### src/rtl/matrix_multiplier_seq.sv
`default_nettype none
// =============================================================================
// Module  : matrix_multiplier_seq
// Purpose : N x N matrix product C = A x B on one time-shared MAC, with a
//           per-element result stream. Define MATMUL_SIGNED_EN for signed data.
// Rev     : 1.0 - initial release
// =============================================================================
module matrix_multiplier_seq #(
  parameter int N     = 2,
  parameter int W     = 3,
  parameter int ACC_W = (N > 1) ? 2*W + $clog2(N) : 2*W,
  parameter int CNT_W = $clog2(N*N+1)
) (
  input  logic                                      clock,
  input  logic                                      reset,
  input  logic                                      start,
  input  logic [N*N*W-1:0]                          matrix_a,
  input  logic [N*N*W-1:0]                          matrix_b,
  output logic                                      busy,
  output logic                                      done,
  output logic                                      out_valid,
  output logic [((N > 1) ? $clog2(N*N) : 1)-1:0]    out_index,
  output logic [ACC_W-1:0]                          out_data,
  output logic [N*N*ACC_W-1:0]                      matrix_result,
  output logic [CNT_W-1:0]                          matrix_count
);

  localparam int C_NN    = N*N;
  localparam int C_IDX_W = (N > 1) ? $clog2(N*N) : 1;
  localparam int C_LP_W  = (N > 1) ? $clog2(N) : 1;
  localparam logic [C_LP_W-1:0] C_LAST = C_LP_W'(N-1);

  typedef enum logic [0:0] {S_IDLE = 1'b0, S_RUN = 1'b1} state_t;

  state_t               r_state;
  logic [C_NN*W-1:0]    r_a;
  logic [C_NN*W-1:0]    r_b;
  logic [C_LP_W-1:0]    r_i;
  logic [C_LP_W-1:0]    r_j;
  logic [C_LP_W-1:0]    r_k;
  logic [ACC_W-1:0]     r_acc;
  logic [ACC_W-1:0]     r_c [C_NN];
  logic                 r_busy;
  logic                 r_done;
  logic                 r_valid;
  logic [C_IDX_W-1:0]   r_index;
  logic [ACC_W-1:0]     r_data;
  logic [CNT_W-1:0]     r_count;

  logic [W-1:0]         w_a_arr [C_NN];
  logic [W-1:0]         w_b_arr [C_NN];
  logic [C_IDX_W-1:0]   w_a_idx;
  logic [C_IDX_W-1:0]   w_b_idx;
  logic [C_IDX_W-1:0]   w_c_idx;
  logic [ACC_W-1:0]     w_prod;
  logic [ACC_W-1:0]     w_sum;

  for (genvar e = 0; e < C_NN; e++) begin : g_elem
    assign w_a_arr[e] = r_a[e*W +: W];
    assign w_b_arr[e] = r_b[e*W +: W];
    assign matrix_result[e*ACC_W +: ACC_W] = r_c[e];
  end

  assign w_a_idx = C_IDX_W'(r_i) * C_IDX_W'(N) + C_IDX_W'(r_k);
  assign w_b_idx = C_IDX_W'(r_k) * C_IDX_W'(N) + C_IDX_W'(r_j);
  assign w_c_idx = C_IDX_W'(r_i) * C_IDX_W'(N) + C_IDX_W'(r_j);

  // Operands are widened to ACC_W before multiplying so the product is exact.
`ifdef MATMUL_SIGNED_EN
  logic signed [ACC_W-1:0] w_a_ext;
  logic signed [ACC_W-1:0] w_b_ext;
  assign w_a_ext = ACC_W'($signed(w_a_arr[w_a_idx]));
  assign w_b_ext = ACC_W'($signed(w_b_arr[w_b_idx]));
  assign w_prod  = w_a_ext * w_b_ext;
`else
  logic [ACC_W-1:0] w_a_ext;
  logic [ACC_W-1:0] w_b_ext;
  assign w_a_ext = ACC_W'(w_a_arr[w_a_idx]);
  assign w_b_ext = ACC_W'(w_b_arr[w_b_idx]);
  assign w_prod  = w_a_ext * w_b_ext;
`endif

  assign w_sum = r_acc + w_prod;

  always_ff @(posedge clock or posedge reset) begin
    if (reset) begin
      r_state <= S_IDLE;
      r_a     <= '0;
      r_b     <= '0;
      r_i     <= '0;
      r_j     <= '0;
      r_k     <= '0;
      r_acc   <= '0;
      r_busy  <= 1'b0;
      r_done  <= 1'b0;
      r_valid <= 1'b0;
      r_index <= '0;
      r_data  <= '0;
      r_count <= '0;
      for (int e = 0; e < C_NN; e++) r_c[e] <= '0;
    end else begin
      r_done  <= 1'b0;
      r_valid <= 1'b0;
      case (r_state)
        S_IDLE: begin
          if (start) begin
            r_a     <= matrix_a;
            r_b     <= matrix_b;
            r_acc   <= '0;
            r_i     <= '0;
            r_j     <= '0;
            r_k     <= '0;
            r_count <= '0;
            r_busy  <= 1'b1;
            r_state <= S_RUN;
          end
        end
        S_RUN: begin
          if (r_k == C_LAST) begin
            r_c[w_c_idx] <= w_sum;
            r_valid      <= 1'b1;
            r_index      <= w_c_idx;
            r_data       <= w_sum;
            r_count      <= r_count + CNT_W'(1);
            r_acc        <= '0;
            r_k          <= '0;
            if (r_j == C_LAST) begin
              r_j <= '0;
              if (r_i == C_LAST) begin
                r_i     <= '0;
                r_done  <= 1'b1;
                r_busy  <= 1'b0;
                r_state <= S_IDLE;
              end else begin
                r_i <= r_i + C_LP_W'(1);
              end
            end else begin
              r_j <= r_j + C_LP_W'(1);
            end
          end else begin
            r_acc <= w_sum;
            r_k   <= r_k + C_LP_W'(1);
          end
        end
        default: r_state <= S_IDLE;
      endcase
    end
  end

  assign busy         = r_busy;
  assign done         = r_done;
  assign out_valid    = r_valid;
  assign out_index    = r_index;
  assign out_data     = r_data;
  assign matrix_count = r_count;

endmodule
`default_nettype wire

### config.mk
export PLATFORM = sky130hd
export DESIGN_NAME = matrix_multiplier_seq
export DESIGN_NICKNAME = d
export VERILOG_FILES = /design/src/rtl/matrix_multiplier_seq.sv
export SDC_FILE = /design/constraint.sdc
export NUM_CORES = 1
export LEC_CHECK = 0
export CAP_MARGIN = 20
export CORE_ASPECT_RATIO = 0.9
export CORE_UTILIZATION = 40
export DETAILED_ROUTE_END_ITERATION = 10
export PLACE_DENSITY_LB_ADDON = 0.1
export SYNTH_ARGS = -nofsm -noshare
export SYNTH_HDL_FRONTEND = slang
export SYNTH_SLANG_ARGS = --single-unit
### constraint.sdc
create_clock -name clock -period 4.1 [get_ports clock]
set_clock_uncertainty 0.15 [all_clocks]
set_input_delay 1.025 -clock clock [delete_from_list [all_inputs] [get_ports clock]]
set_output_delay 1.025 -clock clock [all_outputs]
set_load 0.01 [all_outputs]
==> impl_metrics.yaml <==
run_status:
  status: "complete, no violations"
yosys:
  synth_seq_cells: 78
  yosysUniqueCellTypes: 42
  yosys.cell_count.top_type: "dfrtp_1"
  ys_async_sr_fraction_pct: 100.0
  synthCells: 291
  synth.cell_area_um2: 3567
  syn_area_per_cell_um2: 12.26
  ys_warn_count: 0
  synth_edf_count: 0
  synth_area_leaders: "dfrtp_1, mux2_2, nand2_1, ha_1, fa_1"
  yosysTopAreaCell: "dfrtp_1"
  synth_top_area_share_pct: 54.72
  yosysSeqAreaShare_pct: 54.72
  synth_common_cells: "dfrtp_1, nand2_1, mux2_2"
  synthesis.nets: 333
  synthFlopType: "dfrtp_1"
grt:
  groute.usage.overall_pct: 17.26
  gr-total-overflow: 0
  grt_pass1_wl_um: 11940
  first_global_vias: 2263
  antenna_found_initial: 0
  grt_max_degree: 43
power_and_ir_drop:
  power_density_nw_per_um2: 910.1
  p_int_mw: 2.573
  p_leak_nw: 2.026
  p_sw_share_pct: 38.27
  p_comb_share_pct: 52.0
  irDropWorstVdd_v: 0.0003716
  power_mw: 4.169
  pwr-share-clk_pct: 15.8
  pwr-share-seq_pct: 32.2
  power_switching_mw: 1.595
floorplan:
  rows: 32
  io_pins: 70
  dieArea_um2: 9301
  start_util_pct: 41.44
  fp.dieH_um: 91.59
  core_um2: 8608
  die_w_um: 101.5
route:
  drcViolationCount: 0
  wirelength_um: 7170
  firstDrtPassIters: 5
  met2RoutedLength_um: 3163
  vias: 2366
  drt-vias-per-instance: 4.909
  top_layer: "met4"
  antenna_left: 0
  wire_per_inst_um: 14.88
  met1_length_um: 3587
  drtIter0Drc: 110
  dr_wl_met3_um: 336
clocking:
  cts_resized: 0
  ctsHtreeMaxLevel: 3
  cts.sinks: 78
  clockBufferDepth: 2
  cts_root_buffer: "clkbuf_8"
  clock_latency_ps: 340
  clk_pin_slew_ps: 80
  cts_setup_buffers: 0
  hold_buffers: 0
  tritoncts: "built"
  numCtsBuffers: 9
critical_path:
  worstPathMaxFanout: 9
  crit_path_top_delay_cell: "mux4_1"
  critPathLaunchType: "flop"
  worstPathCellList: "mux4_1 > nand2_1 > fa_1 > inv_1 > fa_1 > ha_1 > a21o_1 > a21oi_1 > xor2_1 > o21ai_0"
  arrival_ps: 3800
  critPathKind: "flop to flop"
  cp.required_ps: 4150
  cp.buffers_inverters: 1
  crit_family: "adder cells"
  slowest_delay_ps: 660
  cp_common_cell: "fa_1"
  end_kind: "flop"
sta:
  finalHoldViolations: 0
  fmaxAchievable_mhz: 266.4
  fin_hold_ws_ps: 325.0
  fin_crit_ps: 3754
  tns_ps: 0
  max_slew_margin_pct: 56.78
  period_share_pct: 91.56
  tightest_slew_ps: 647.5
  grt_setup_unrepaired: "false"
  setup_viol: 0
  layout_setup_ws_ps: 345.9
  slew_viol_final: 0
placement:
  dp_slack_ps: 244.2
  place_congestion: 0.7937
  hpwl_um: 5144
  dpl_cell_area_um2: 4350
  port_buffers: 69
  place_inst: 468
cells_and_area:
  ff_latch_area_um2: 1952
  final_util_pct: 53.21
  fin_nets: 402
  fill_cells: 796
  antenna_cells: 0
  post-route-cell-area_um2: 4581
  final_cell_count_no_fill: 482
  multi_input_area_um2: 1456
  area_growth_pct: 28.41
  drive_gt1_share_pct: 17.08
job:
  max-cap-violations: 0
hold_path:
  worstHoldPathType: "flop to flop"
## worst min-delay path: stages, from the launching register on
cell	delay, ps
dfrtp_1	350
nand2_1	50
nand2_1	50
## flip-flops by register name (all words and copies together) (netlist names)
register	cells
r_b	12
matrix_count	3
out_index	2
r_acc	7
r_j	1
busy	1
out_valid	1
done	1
matrix_result	28
r_i	1
r_state	1
r_a	12
out_data	7
r_k	1
## per-layer routing
layer,up-vias,global-route usage [%]
met1,1162,25.91
met2,57,23.93
met3,6,5.697
li1,1141,-
met4,0,3.986
met5,-,0
## kinds of logic (layout without fill, tap and decap cells)
logic type      count (synthesis)  in the layout  share of synthesized area (%)
mux                            40             40                          14.80
buf+inv                        32            104                          4.665
simple gates                   75             75                          9.997
fa+ha+maj                      15             15                          6.314
compound gates                 47             47                          8.523
flops                          78             78                          54.72
xor+xnor                        4              4                         0.9823
## final cells by class
class / count / area share [%]
Tap cell: 119 / 3.250
Inverter: 17 / 1.420
Multi-Input combinational cell: 181 / 31.79
Clock inverter: 4 / 2.131
Sequential cell: 78 / 42.61
Clock buffer: 10 / 2.786
Timing Repair Buffer: 73 / 16.01
## layout by cell type (no fill, tap or decap), drive strengths merged, types with 6 or more instances in the layout
cell type | netlist | layout
clkdlybuf4s50 | 0 | 69
o31ai | 11 | 11
and2 | 6 | 6
o21ai | 21 | 21
clkbuf | 4 | 10
nand2 | 47 | 47
mux4 | 6 | 6
mux2 | 33 | 33
ha | 10 | 10
dfrtp | 78 | 78
nor2 | 6 | 6
inv | 17 | 16
## final timing paths
kind	to	start	slack, ps	cells past startpoint
worst max-delay path	matrix_result[18]	r_j	350	10
worst min-delay path	matrix_result[21]	matrix_result[21]	330	2
worst max register to register	matrix_result[18]	r_j	350	10
worst min register to register	matrix_result[21]	matrix_result[21]	330	2
max in group asynchronous	matrix_result[16]	reset	2240	3
min in group asynchronous	matrix_result[1]	reset	910	2
## power by group through the flow
stage                     Sequential (mW)  Clock (mW)  Combinational [mW]
final                                1.34       0.660                2.17
after global routing                 1.39       0.712                2.45
after CTS                            1.35       0.673                2.19
after detailed placement             1.36           0                2.19
after global placement               1.36           0                2.17
after floorplan                      1.36           0                1.43
Power figures use the tool's default switching activity.
